**src/rtl/exe_stage.sv**
```systemverilog
// Execute stage: single-cycle ALU plus optional iterative multiply/divide unit.
// Define MULDIV_EN to build the multiply/divide FSM; otherwise commands 9..11 yield 0.
module exe_stage #(
    parameter int WIDTH = 32
) (
    input  logic             clk,
    input  logic             rst,
    input  logic [3:0]       EXE_CMD,
    input  logic [WIDTH-1:0] val1,
    input  logic [WIDTH-1:0] val2,
    input  logic [WIDTH-1:0] ST_value,
    input  logic [4:0]       dest,
    input  logic [WIDTH-1:0] PC,
    input  logic             MEM_R_EN,
    input  logic             MEM_W_EN,
    input  logic             WB_EN,
    input  logic             brTaken,
    output logic             stall_exe,
    output logic [WIDTH-1:0] ALU_result,
    output logic [WIDTH-1:0] ST_value_out,
    output logic [4:0]       dest_out,
    output logic [WIDTH-1:0] PC_out,
    output logic             MEM_R_EN_out,
    output logic             MEM_W_EN_out,
    output logic             WB_EN_out,
    output logic             brTaken_out
);
    localparam int SW = $clog2(WIDTH);

    localparam logic [3:0] CMD_ADD = 4'd0;
    localparam logic [3:0] CMD_SUB = 4'd1;
    localparam logic [3:0] CMD_AND = 4'd2;
    localparam logic [3:0] CMD_OR  = 4'd3;
    localparam logic [3:0] CMD_NOR = 4'd4;
    localparam logic [3:0] CMD_XOR = 4'd5;
    localparam logic [3:0] CMD_SLL = 4'd6;
    localparam logic [3:0] CMD_SRA = 4'd7;
    localparam logic [3:0] CMD_SRL = 4'd8;

    logic [WIDTH-1:0] aluResult;
    logic [SW-1:0]    shamt;
    logic             mdDone;
    logic [WIDTH-1:0] mdResult;

    always_comb begin
        aluResult = '0;
        shamt     = val2[SW-1:0];
        case (EXE_CMD)
            CMD_ADD: aluResult = val1 + val2;
            CMD_SUB: aluResult = val1 - val2;
            CMD_AND: aluResult = val1 & val2;
            CMD_OR:  aluResult = val1 | val2;
            CMD_NOR: aluResult = ~(val1 | val2);
            CMD_XOR: aluResult = val1 ^ val2;
            CMD_SLL: aluResult = val1 << shamt;
            CMD_SRA: aluResult = $unsigned($signed(val1) >>> shamt);
            CMD_SRL: aluResult = val1 >> shamt;
            default: aluResult = '0;
        endcase
    end

`ifdef MULDIV_EN
    localparam logic [3:0] CMD_MUL  = 4'd9;
    localparam logic [3:0] CMD_DIVU = 4'd10;
    localparam logic [3:0] CMD_REMU = 4'd11;

    typedef enum logic [1:0] {IDLE, RUN, DONE} state_e;

    state_e           state_q, state_d;
    logic [SW-1:0]    count_q, count_d;
    logic [3:0]       op_q, op_d;
    // acc: product / partial remainder; aux: multiplier / quotient; opnd: multiplicand / divisor
    logic [WIDTH-1:0] acc_q, acc_d;
    logic [WIDTH-1:0] aux_q, aux_d;
    logic [WIDTH-1:0] opnd_q, opnd_d;
    logic             isMulDiv;
    logic [WIDTH:0]   divTrial;
    logic [WIDTH:0]   divDiff;

    assign isMulDiv = (EXE_CMD == CMD_MUL) || (EXE_CMD == CMD_DIVU) || (EXE_CMD == CMD_REMU);
    assign mdResult = (op_q == CMD_DIVU) ? aux_q : acc_q;

    always_ff @(posedge clk or posedge rst) begin
        if (rst) begin
            state_q <= IDLE;
            count_q <= '0;
            op_q    <= '0;
            acc_q   <= '0;
            aux_q   <= '0;
            opnd_q  <= '0;
        end else begin
            state_q <= state_d;
            count_q <= count_d;
            op_q    <= op_d;
            acc_q   <= acc_d;
            aux_q   <= aux_d;
            opnd_q  <= opnd_d;
        end
    end

    always_comb begin
        state_d   = state_q;
        count_d   = count_q;
        op_d      = op_q;
        acc_d     = acc_q;
        aux_d     = aux_q;
        opnd_d    = opnd_q;
        stall_exe = 1'b0;
        mdDone    = 1'b0;
        // Trial subtraction needs one extra bit: shifted remainder can exceed WIDTH bits
        divTrial  = {acc_q, aux_q[WIDTH-1]};
        divDiff   = divTrial - {1'b0, opnd_q};
        case (state_q)
            IDLE: begin
                if (isMulDiv) begin
                    stall_exe = 1'b1;
                    op_d      = EXE_CMD;
                    count_d   = SW'(WIDTH - 1);
                    state_d   = RUN;
                    if (EXE_CMD == CMD_MUL) begin
                        acc_d  = '0;
                        aux_d  = val2;
                        opnd_d = val1;
                    end else if (val2 == '0) begin
                        acc_d   = val1;
                        aux_d   = '1;
                        opnd_d  = val2;
                        state_d = DONE;
                    end else begin
                        acc_d  = '0;
                        aux_d  = val1;
                        opnd_d = val2;
                    end
                end
            end
            RUN: begin
                stall_exe = 1'b1;
                if (op_q == CMD_MUL) begin
                    if (aux_q[0]) begin
                        acc_d = acc_q + opnd_q;
                    end
                    aux_d  = aux_q >> 1;
                    opnd_d = opnd_q << 1;
                end else if (!divDiff[WIDTH]) begin
                    acc_d = divDiff[WIDTH-1:0];
                    aux_d = {aux_q[WIDTH-2:0], 1'b1};
                end else begin
                    acc_d = divTrial[WIDTH-1:0];
                    aux_d = {aux_q[WIDTH-2:0], 1'b0};
                end
                if (count_q == '0) begin
                    state_d = DONE;
                end else begin
                    count_d = count_q - 1'b1;
                end
            end
            DONE: begin
                mdDone  = 1'b1;
                state_d = IDLE;
            end
            default: state_d = IDLE;
        endcase
    end
`else
    assign stall_exe = 1'b0;
    assign mdDone    = 1'b0;
    assign mdResult  = '0;
`endif

    // Stalled cycles push a bubble: control cleared, data outputs keep their last values
    always_ff @(posedge clk or posedge rst) begin
        if (rst) begin
            ALU_result   <= '0;
            ST_value_out <= '0;
            dest_out     <= '0;
            PC_out       <= '0;
            MEM_R_EN_out <= 1'b0;
            MEM_W_EN_out <= 1'b0;
            WB_EN_out    <= 1'b0;
            brTaken_out  <= 1'b0;
        end else if (stall_exe) begin
            MEM_R_EN_out <= 1'b0;
            MEM_W_EN_out <= 1'b0;
            WB_EN_out    <= 1'b0;
            brTaken_out  <= 1'b0;
        end else begin
            ALU_result   <= mdDone ? mdResult : aluResult;
            ST_value_out <= ST_value;
            dest_out     <= dest;
            PC_out       <= PC;
            MEM_R_EN_out <= MEM_R_EN;
            MEM_W_EN_out <= MEM_W_EN;
            WB_EN_out    <= WB_EN;
            brTaken_out  <= brTaken;
        end
    end
endmodule

```
**config.mk**
```make
export PLATFORM = sky130hd
export DESIGN_NAME = exe_stage
export DESIGN_NICKNAME = d
export VERILOG_FILES = /design/src/rtl/exe_stage.sv
export SDC_FILE = /design/constraint.sdc
export NUM_CORES = 1
export LEC_CHECK = 0
export BUFFER_PORTS_ARGS = -buffer_cell sky130_fd_sc_hd__buf_2
export CAP_MARGIN = 10
export CORE_UTILIZATION = 55
export CTS_CLUSTER_DIAMETER = 40
export DETAILED_ROUTE_END_ITERATION = 12
export PLACE_DENSITY = 0.81
export SLEW_MARGIN = 20
export SYNTH_ARGS = -nofsm -noshare
export SYNTH_HDL_FRONTEND = slang
export SYNTH_SLANG_ARGS = --single-unit
```
**constraint.sdc**
```tcl
create_clock -name clk -period 3.97 [get_ports clk]
set_input_delay 0.397 -clock clk [delete_from_list [all_inputs] [get_ports clk]]
set_output_delay 0.397 -clock clk [all_outputs]
set_load 0.05 [all_outputs]
```
==> reports/results.ini, run 1 <==
[clock_network]
clkSinkCount=105
numCtsBuffers=9
cts_tree=yes
holdBufCountCts=0
clockBufferDepth=2
cts.root.buffer_cell=clkbuf_16
cts.clk_slew.worst_paths_ns=0.08
cts_max_level=3

[place]
dp_hpwl_um=36700
io_buffers=247
place_congestion=1.05
place_inst=1816
dpl-instance-area_um2=12900
pre_cts_slack_ns=-0.526

[sta]
relSlewSlack=0.259
fin_crit_ns=3.82
max_slew.worst_pin.slew_ns=1.10
hold_viol_final=0
timing.hold.ws_ns=0.143
finalWorstSetupSlack_ns=0.150
fin_crit_sh=0.962
max_freq_ghz=0.262
rsz0062_at_grt=false
drv_slew=0
setup_viol=0

[status]
outcome=complete, no violations

[worst_hold_path]
holdCritPathClass=in2reg

[grt]
gr-usage-all-layers=0.450
overflow=0
antenna_found_initial=1
grt_start_max_net_pins=73
grt_pass1_vias=11100
grt_first_pass_wirelength_um=67900

[layout]
ff_latch_area_um2=2630
finalNonFillerCells=1832
drive_above_1_share=0.276
fillerInstances=1639
final_common_cell=buf_2
diodes=0
stdcell_area_um2=13200
syn2layout_area_growth_pct=20.5
multiInputGateArea_um2=7670
mostFrequentLayoutCells=buf_2, nor2_1, dfrtp_1, a21oi_1, ha_1
fin_nets=1803

[logic_synthesis]
syn_area_per_cell_um2=8.45
yosys_warnings=0
synth_ff_type=dfrtp_1
syn_area_um2=10900
synth_cell_types=88
syn_nets=1537
async_reset_ff_frac=1.00
synth-seq-cells=105
synth-seq-area-share=0.240
synth_edf_count=0
syn_inst=1296

[route]
vias=12200
vias_per_cell=6.66
drt_wl_total_um=46600
wire_per_inst_um=25.5
ant_nets=0
drcViolationCount=0
first_pass_iters=7
first_iter_violations=1870

[worst_setup_path]
criticalPathCategory=in2reg
end_kind=flop
arrival_ns=4.07
cp-start-kind=input pin
worst-path-max-fanout=6
required_ns=4.22

[die]
design.core.area_um2=19500
die_w_um=143
start_util=0.562
pin_count=249
dieHeight_um=143
die-area_um2=20500
rows=51

[job]
maxCapViolCount=0

[pwr]
p_leak_nw=6.24
peakVddDrop_mv=0.271
power_mw=4.02
powerDensity_nw_per_um2=304

kinds of logic (layout without fill, tap and decap cells):
| group | count (synthesis) | in the layout | share of synthesized area |
|---|---|---|---|
| buffers and inverters | 160 | 431 | 0.0638 |
| adders and majority gates | 98 | 98 | 0.113 |
| AOI/OAI and AO/OA | 412 | 412 | 0.249 |
| muxes | 103 | 103 | 0.135 |
| DFF | 105 | 105 | 0.240 |
| other | 1 | 1 | 0.000343 |
| and+or+nand+nor | 366 | 366 | 0.158 |
| xor gates and xnor gates | 51 | 51 | 0.0415 |
layer usage:
metal | GRT usage | share of wire | vias up
li1 | - | - | 5332
met1 | 0.584 | 0.38 | 5708
met2 | 0.688 | 0.44 | 981
met3 | 0.127 | 0.14 | 176
met4 | 0.217 | 0.051 | 0
met5 | 0 | 0 | -
power by group:
group	switching [mW]	internal, mW
registers	0.0247	1.15
clock network	0.437	0.507
logic	1.27	0.630
total	1.73	2.29
registers in the layout (all words and copies together) (netlist names):
name / count
PC_out: 32
WB_EN_out: 1
brTaken_out: 1
ALU_result: 32
dest_out: 5
MEM_R_EN_out: 1
MEM_W_EN_out: 1
ST_value_out: 32
critical path, cell delays in order:
cell	delay, ns
buf_2	0.11
buf_4	0.14
nor2_1	0.36
nand3_2	0.15
o31ai_1	0.27
xnor2_1	0.17
ha_1	0.32
a21oi_1	0.21
o21ai_0	0.09
a41oi_1	0.34
a211oi_2	0.16
a221o_2	0.45
a41oi_2	0.25
mux2_1	0.42
o211ai_1	0.22
cell usage after synthesis, drive strengths merged (4+ instances only):
cell type | instances | share of area
nor2 | 148 | 0.051
dfrtp | 105 | 0.24
a21oi | 102 | 0.047
o21ai | 99 | 0.045
ha | 97 | 0.11
nand2 | 94 | 0.032
inv | 73 | 0.025
mux2i | 58 | 0.053
buf | 49 | 0.026
xnor2 | 42 | 0.034
clkbuf | 37 | 0.013
mux4 | 33 | 0.069
nor3 | 25 | 0.015
a211oi | 24 | 0.017
o211ai | 21 | 0.014
a221oi | 20 | 0.017
a31oi | 20 | 0.011
a21o | 19 | 0.013
nand3 | 19 | 0.0091
o221ai | 18 | 0.014
nand2b | 15 | 0.0086
nand4 | 14 | 0.0086
a22oi | 13 | 0.0089
mux2 | 12 | 0.012
or3 | 10 | 0.0057
xor2 | 9 | 0.0072
a211o | 8 | 0.0064
and2 | 8 | 0.0046
nor4 | 8 | 0.0065
o22ai | 8 | 0.0046
o31ai | 7 | 0.0053
and3 | 6 | 0.0034
a221o | 5 | 0.0047
nor2b | 5 | 0.0029
o2111ai | 5 | 0.0040
o22a | 4 | 0.0032
o32ai | 4 | 0.0032
or2 | 4 | 0.0023
worst paths after layout:
kind	start	end	slack [ns]	cells after the start
max	val2[0]	ALU_result[28]	0.15	15
min	ST_value[30]	ST_value_out[30]	0.14	1
max in group asynchronous	rst	PC_out[9]	2.80	3
min in group asynchronous	rst	ST_value_out[0]	0.23	2
through the flow:
stage / TNS [ns] / util
2_1_floorplan: 0 / -
3_3_place_gp: -0.611 / 0.661
3_5_place_dp: -0.711 / 0.661
4_1_cts: 0 / 0.678
5_1_grt: 0 / 0.678
6_report: 0 / 0.678
repair_timing:
action,CTS,global route
endpoints found under the setup margin,1,2
setup buffers,0,0
gates resized for setup,1,2
gates cloned,0,0
pin swaps,0,0
layout make-up:
| cell class | count | area share |
|---|---|---|
| clock buffer | 9 | 0.0171 |
| timing repair buffer | 341 | 0.149 |
| multi-input combinational | 1031 | 0.581 |
| tap | 265 | 0.0251 |
| inverter | 74 | 0.0212 |
| sequential | 105 | 0.199 |
| clock inverter | 7 | 0.00702 |
Note: power is estimated with default switching activity, not from simulation.
==> inputs of run 2 (changes only) <==
--- a/config.mk
+++ b/config.mk
@@ -8,6 +8,7 @@
 export BUFFER_PORTS_ARGS = -buffer_cell sky130_fd_sc_hd__buf_2
 export CAP_MARGIN = 10
 export CORE_UTILIZATION = 55
+export CTS_BUF_LIST = sky130_fd_sc_hd__clkbuf_2
 export CTS_CLUSTER_DIAMETER = 40
 export DETAILED_ROUTE_END_ITERATION = 12
 export PLACE_DENSITY = 0.81
==> constraint.sdc (replaced) <==
create_clock -name clk -period 3.97 [get_ports clk]
set_input_delay 0.5955 -clock clk [delete_from_list [all_inputs] [get_ports clk]]
set_output_delay 0.5955 -clock clk [all_outputs]
set_load 0.05 [all_outputs]
==> run 2 against run 1 <==
Compared with the run above: die area unchanged; global-route usage increased by 4.0 points; critical path depth increased by 1; critical endpoint unchanged; the flow now finishes with violations (negative hold slack); sequential power about the same; via count increased by 5.1%; core utilization increased by 4.2 points; total power decreased by 6.1%; flip-flop and latch count unchanged; worst hold slack got worse by 0.19 ns; combinational power increased by 6%; cell area increased by 6.2%; highest routed layer is now met5; clock power decreased by 40%.
==> reports/results.ini, run 2 (same netlist as run 1, synthesis figures left out) <==
[status]
outcome=finished with violations
violations=negative hold slack

[clock_network]
cts_resized=0
numCtsBuffers=9
holdBufCountCts=43
cts_setup_buffers=0
cts.clk_slew.worst_paths_ns=0.42
clkSinkCount=105
clockBufferDepth=2
cts.root.buffer_cell=clkbuf_2
cts_tree=yes
cts_max_level=3

[worst_setup_path]
cp.buffers_inverters=3
cp-start-kind=input pin
worst-path-max-fanout=14
cpPeakStageDelay_ns=0.74
criticalPathCategory=in2reg
path_cells=buf_2 -> buf_4 -> nor2_1 -> nand3_2 -> nor4_1 -> nor2_1 -> xnor2_1 -> ha_1 -> buf_4 -> nand2b_1 -> nor2_1 -> a21oi_1 -> o21ai_0 -> a311o_1 -> a2111oi_0 -> o211ai_1
arrival_ns=4.41
critPathSlowestCell=a2111oi_0
end_kind=flop
crit_path_start=val2[0]
required_ns=4.62
path_delay_family=compound AO/OA/AOI/OAI gates
cpMostUsedCell=nor2_1

[die]
dieHeight_um=143
die_w_um=143
pin_count=249
die-area_um2=20500
rows=51
design.core.area_um2=19500
start_util=0.562

[sta]
fin_crit_sh=0.946
timing.hold.ws_ns=-0.0502
hold_viol_final=24
drv_slew=0
finalWorstSetupSlack_ns=0.215
relSlewSlack=0.375
rsz0062_at_grt=false
max_slew.worst_pin.slew_ns=0.927
setup_viol=0
max_freq_ghz=0.266
fin_crit_ns=3.75

[pwr]
netSwitchingFraction=0.477
peakVddDrop_mv=0.148
p_clk_frac=0.149
powerDensity_nw_per_um2=269
p_switching_mw=1.80
power_mw=3.77
p_leak_nw=6.67
pwr-share-comb=0.535
p_int_mw=1.97
seqPwrFrac=0.317

[place]
pre_cts_slack_ns=-0.316
place_congestion=1.06
dp_hpwl_um=37700
io_buffers=247

[route]
wl_met2_um=22000
ant_nets=0
wire_per_inst_um=25.9
top_layer_used=met5
first_iter_violations=2294
vias_per_cell=6.59
first_pass_iters=7
wl_met1_um=18300
drcViolationCount=0
dr_wl_met3_um=7100
drt_wl_total_um=50300
vias=12800

[layout]
syn2layout_area_growth_pct=28.1
fillerInstances=1551
drive_above_1_share=0.292
top_regs=ALU_result x32, PC_out x32, ST_value_out x32
mostFrequentLayoutCells=buf_2, nor2_1, buf_4, dfrtp_1, a21oi_1
fin_nets=1914
final_common_cell=buf_2

[grt]
overflow=0
gr-usage-all-layers=0.491
grt_pass1_vias=12000
antenna_found_initial=3
grt_first_pass_wirelength_um=73300
grt_start_max_net_pins=71

[worst_hold_path]
holdCritPathClass=in2async

[job]
maxCapViolCount=0

run 2: cell count changes in the layout (fill, tap and decap cells not counted), moves of 2 or more:
cell           delta
a2111oi_0         +2
buf_4            +52
clkbuf_16         -9
clkbuf_2          +9
dlygate4sd3_1    +58
o41ai_1           -2
o41ai_2           +2
run 2: worst max path at each step:
stage / end / slack [ns] / cells after the start
floorplan: ALU_result[31] / -0.0003 / 18
global placement: ALU_result[28] / -0.36 / 16
detailed placement: ALU_result[28] / -0.32 / 16
CTS: ALU_result[28] / 0.50 / 16
global route: ALU_result[28] / 0.20 / 16
finish: ALU_result[28] / 0.22 / 16
run 2: routing by layer:
| metal | vias up | GRT usage |
|---|---|---|
| met1 | 5947 | 0.622 |
| met4 | 4 | 0.269 |
| li1 | 5559 | - |
| met2 | 1100 | 0.747 |
| met3 | 208 | 0.144 |
| met5 | - | 0 |
run 2: per-stage QoR:
stage / instance area [um^2] / std cells / util / setup TNS, ns
final: 14000 / 1944 / 0.720 / 0
after CTS: 13900 / 1928 / 0.712 / 0
after global placement: 13300 / 1869 / 0.684 / -0.428
after global routing: 14000 / 1944 / 0.720 / 0
after detailed placement: 13300 / 1869 / 0.684 / -0.757
after floorplan: 11000 / 1296 / - / -0.000330
run 2: power by group through the flow:
stage | sequential, mW | combinational (mW) | clock, mW
5_1_grt | 1.20 | 2.11 | 0.601
4_1_cts | 1.18 | 1.92 | 0.537
2_1_floorplan | 1.49 | 0.865 | 0
3_5_place_dp | 1.20 | 1.88 | 0
6_report | 1.19 | 2.02 | 0.562
3_3_place_gp | 1.20 | 1.86 | 0
run 2: cell type report:
cell class	instances	area, um^2	area share
clock inverters	7	80.1	0.00571
flip-flops and latches	105	2630	0.187
diodes	1	2.50	0.000179
well taps	265	332	0.0237
repair buffers	452	2960	0.211
multi-input cells	1031	7690	0.549
inverters	74	280	0.0200
clock buffers	9	45.0	0.00321
==> inputs of run 3 (changes only) <==
--- a/config.mk
+++ b/config.mk
@@ -7,6 +7,7 @@
 export LEC_CHECK = 0
 export BUFFER_PORTS_ARGS = -buffer_cell sky130_fd_sc_hd__buf_2
 export CAP_MARGIN = 10
+export CORE_MARGIN = 10
 export CORE_UTILIZATION = 55
 export CTS_BUF_LIST = sky130_fd_sc_hd__clkbuf_2
 export CTS_CLUSTER_DIAMETER = 40
==> run 3 against run 2 <==
Compared with the run above: the flow now finishes without violations; worst hold slack gained 0.12 ns; wire length grew 0.32%; clock power shrank 9.6%; critical path depth grew 1; total power shrank 2.9%; first-iteration DRC count shrank 24%; combinational power shrank 2%; setup slack lost 0.025 ns; global-route usage shrank 12 points; cell area shrank 3.6%; sequential power is essentially flat; highest routed layer unchanged.
==> reports/results.ini, run 3 (same netlist as run 1, synthesis figures left out) <==
[clock_network]
clockBufferDepth=2
numCtsBuffers=9
cts_tree=yes
holdBufCountCts=0
cts_max_level=3
cts.clk_slew.worst_paths_ns=0.30
cts_resized=0
clkSinkCount=105
cts.root.buffer_cell=clkbuf_2
cts_setup_buffers=0

[grt]
overflow=0
grt_start_max_net_pins=92
gr-usage-all-layers=0.369
grt_pass1_vias=12100
grt_first_pass_wirelength_um=74900
antenna_found_initial=3

[pwr]
powerDensity_nw_per_um2=271
p_leak_nw=6.49
peakVddDrop_mv=0.190

[sta]
relSlewSlack=0.288
setup_tns_ns=0
max_freq_ghz=0.265
max_slew.worst_pin.slew_ns=1.07
rsz0062_at_grt=false
finalWorstSetupSlack_ns=0.190
drv_slew=0
hold_viol_final=0
fin_crit_sh=0.952
fin_crit_ns=3.78
setup_viol=0

[layout]
fin_nets=1867
drive_above_1_share=0.307
final_common_cell=buf_2
fillerInstances=1607
utilization=0.692
top_regs=ALU_result x32, PC_out x32, ST_value_out x32
stdcell_area_um2=13500
syn2layout_area_growth_pct=23.5
mostFrequentLayoutCells=buf_2, buf_4, nor2_1, dfrtp_1, a21oi_1

[route]
first_iter_violations=1745
vias=12600
vias_per_cell=6.64
wire_per_inst_um=26.6
first_pass_iters=8
ant_nets=0
drcViolationCount=0
drt_wl_total_um=50500

[job]
maxCapViolCount=0

[die]
pin_count=249
die_w_um=161
die-area_um2=25900
rows=51
dieHeight_um=161
start_util=0.561
design.core.area_um2=19500

[worst_setup_path]
path_delay_family=compound AO/OA/AOI/OAI gates
arrival_ns=4.25
cp-start-kind=input pin
required_ns=4.44
cp.buffers_inverters=4
critPathSlowestCell=mux2_2
end_kind=flop
crit_cells=17
criticalPathCategory=in2reg
cpPeakStageDelay_ns=0.39
crit_end=ALU_result[25]
worst-path-max-fanout=5
crit_path_start=val2[0]
path_cells=buf_2 -> inv_1 -> ha_2 -> nor2b_4 -> buf_4 -> nand4_1 -> o41ai_2 -> xnor2_1 -> ha_1 -> and3_1 -> nand4_1 -> buf_4 -> a21oi_1 -> o21ai_1 -> nor2_1 -> mux2_2 -> o211ai_1

[place]
dp_hpwl_um=41000
dpl-instance-area_um2=13400
pre_cts_slack_ns=-0.270
place_congestion=1.11
io_buffers=247

[status]
outcome=complete, no violations

[worst_hold_path]
holdCritPathClass=in2async

[run 3: cell count changes in the layout (fill, tap and decap cells not counted), sizes merged]
cell         before  now
bufinv            0    1
inv              76   74
dlygate4sd3      58    0
buf             394  405
clkinv            4    5
[run 3: cell type report]
cell class / instances / area (um^2) / area share
clock buffers: 9 / 45.0 / 0.00333
repair buffers: 405 / 2460 / 0.182
inverters: 74 / 280 / 0.0207
clock inverters: 7 / 76.3 / 0.00565
well taps: 265 / 332 / 0.0245
diodes: 1 / 2.50 / 0.000185
flip-flops and latches: 105 / 2630 / 0.194
multi-input cells: 1031 / 7690 / 0.569
[run 3: how the worst min path moves through the flow]
stage | depth (start not counted) | end | from
4_1_cts | 1 | ST_value_out[6] | ST_value[6]
3_5_place_dp | 1 | ST_value_out[5] | ST_value[5]
3_3_place_gp | 1 | brTaken_out | brTaken
2_1_floorplan | 0 | MEM_R_EN_out | MEM_R_EN
6_report | 2 | dest_out[1] | rst
5_1_grt | 1 | MEM_W_EN_out | MEM_W_EN
[run 3: routing by layer]
| layer | GRT usage | share of wire |
|---|---|---|
| met5 | 0 | 0.00046 |
| met4 | 0.139 | 0.044 |
| met3 | 0.0930 | 0.13 |
| met2 | 0.592 | 0.45 |
| met1 | 0.468 | 0.37 |
[run 3: metrics by stage]
stage,hold WS [ns],cells,total power [mW]
4_1_cts,0.0735,1896,3.60
3_5_place_dp,0.705,1880,3.10
2_1_floorplan,0.627,1296,2.35
6_report,0.0711,1897,3.66
3_3_place_gp,0.703,1880,3.07
5_1_grt,0.0470,1897,3.81
[run 3: power by group]
| part | internal [mW] | switching (mW) |
|---|---|---|
| Sequential | 1.15 | 0.0242 |
| Combinational | 0.681 | 1.30 |
| Clock | 0.151 | 0.357 |
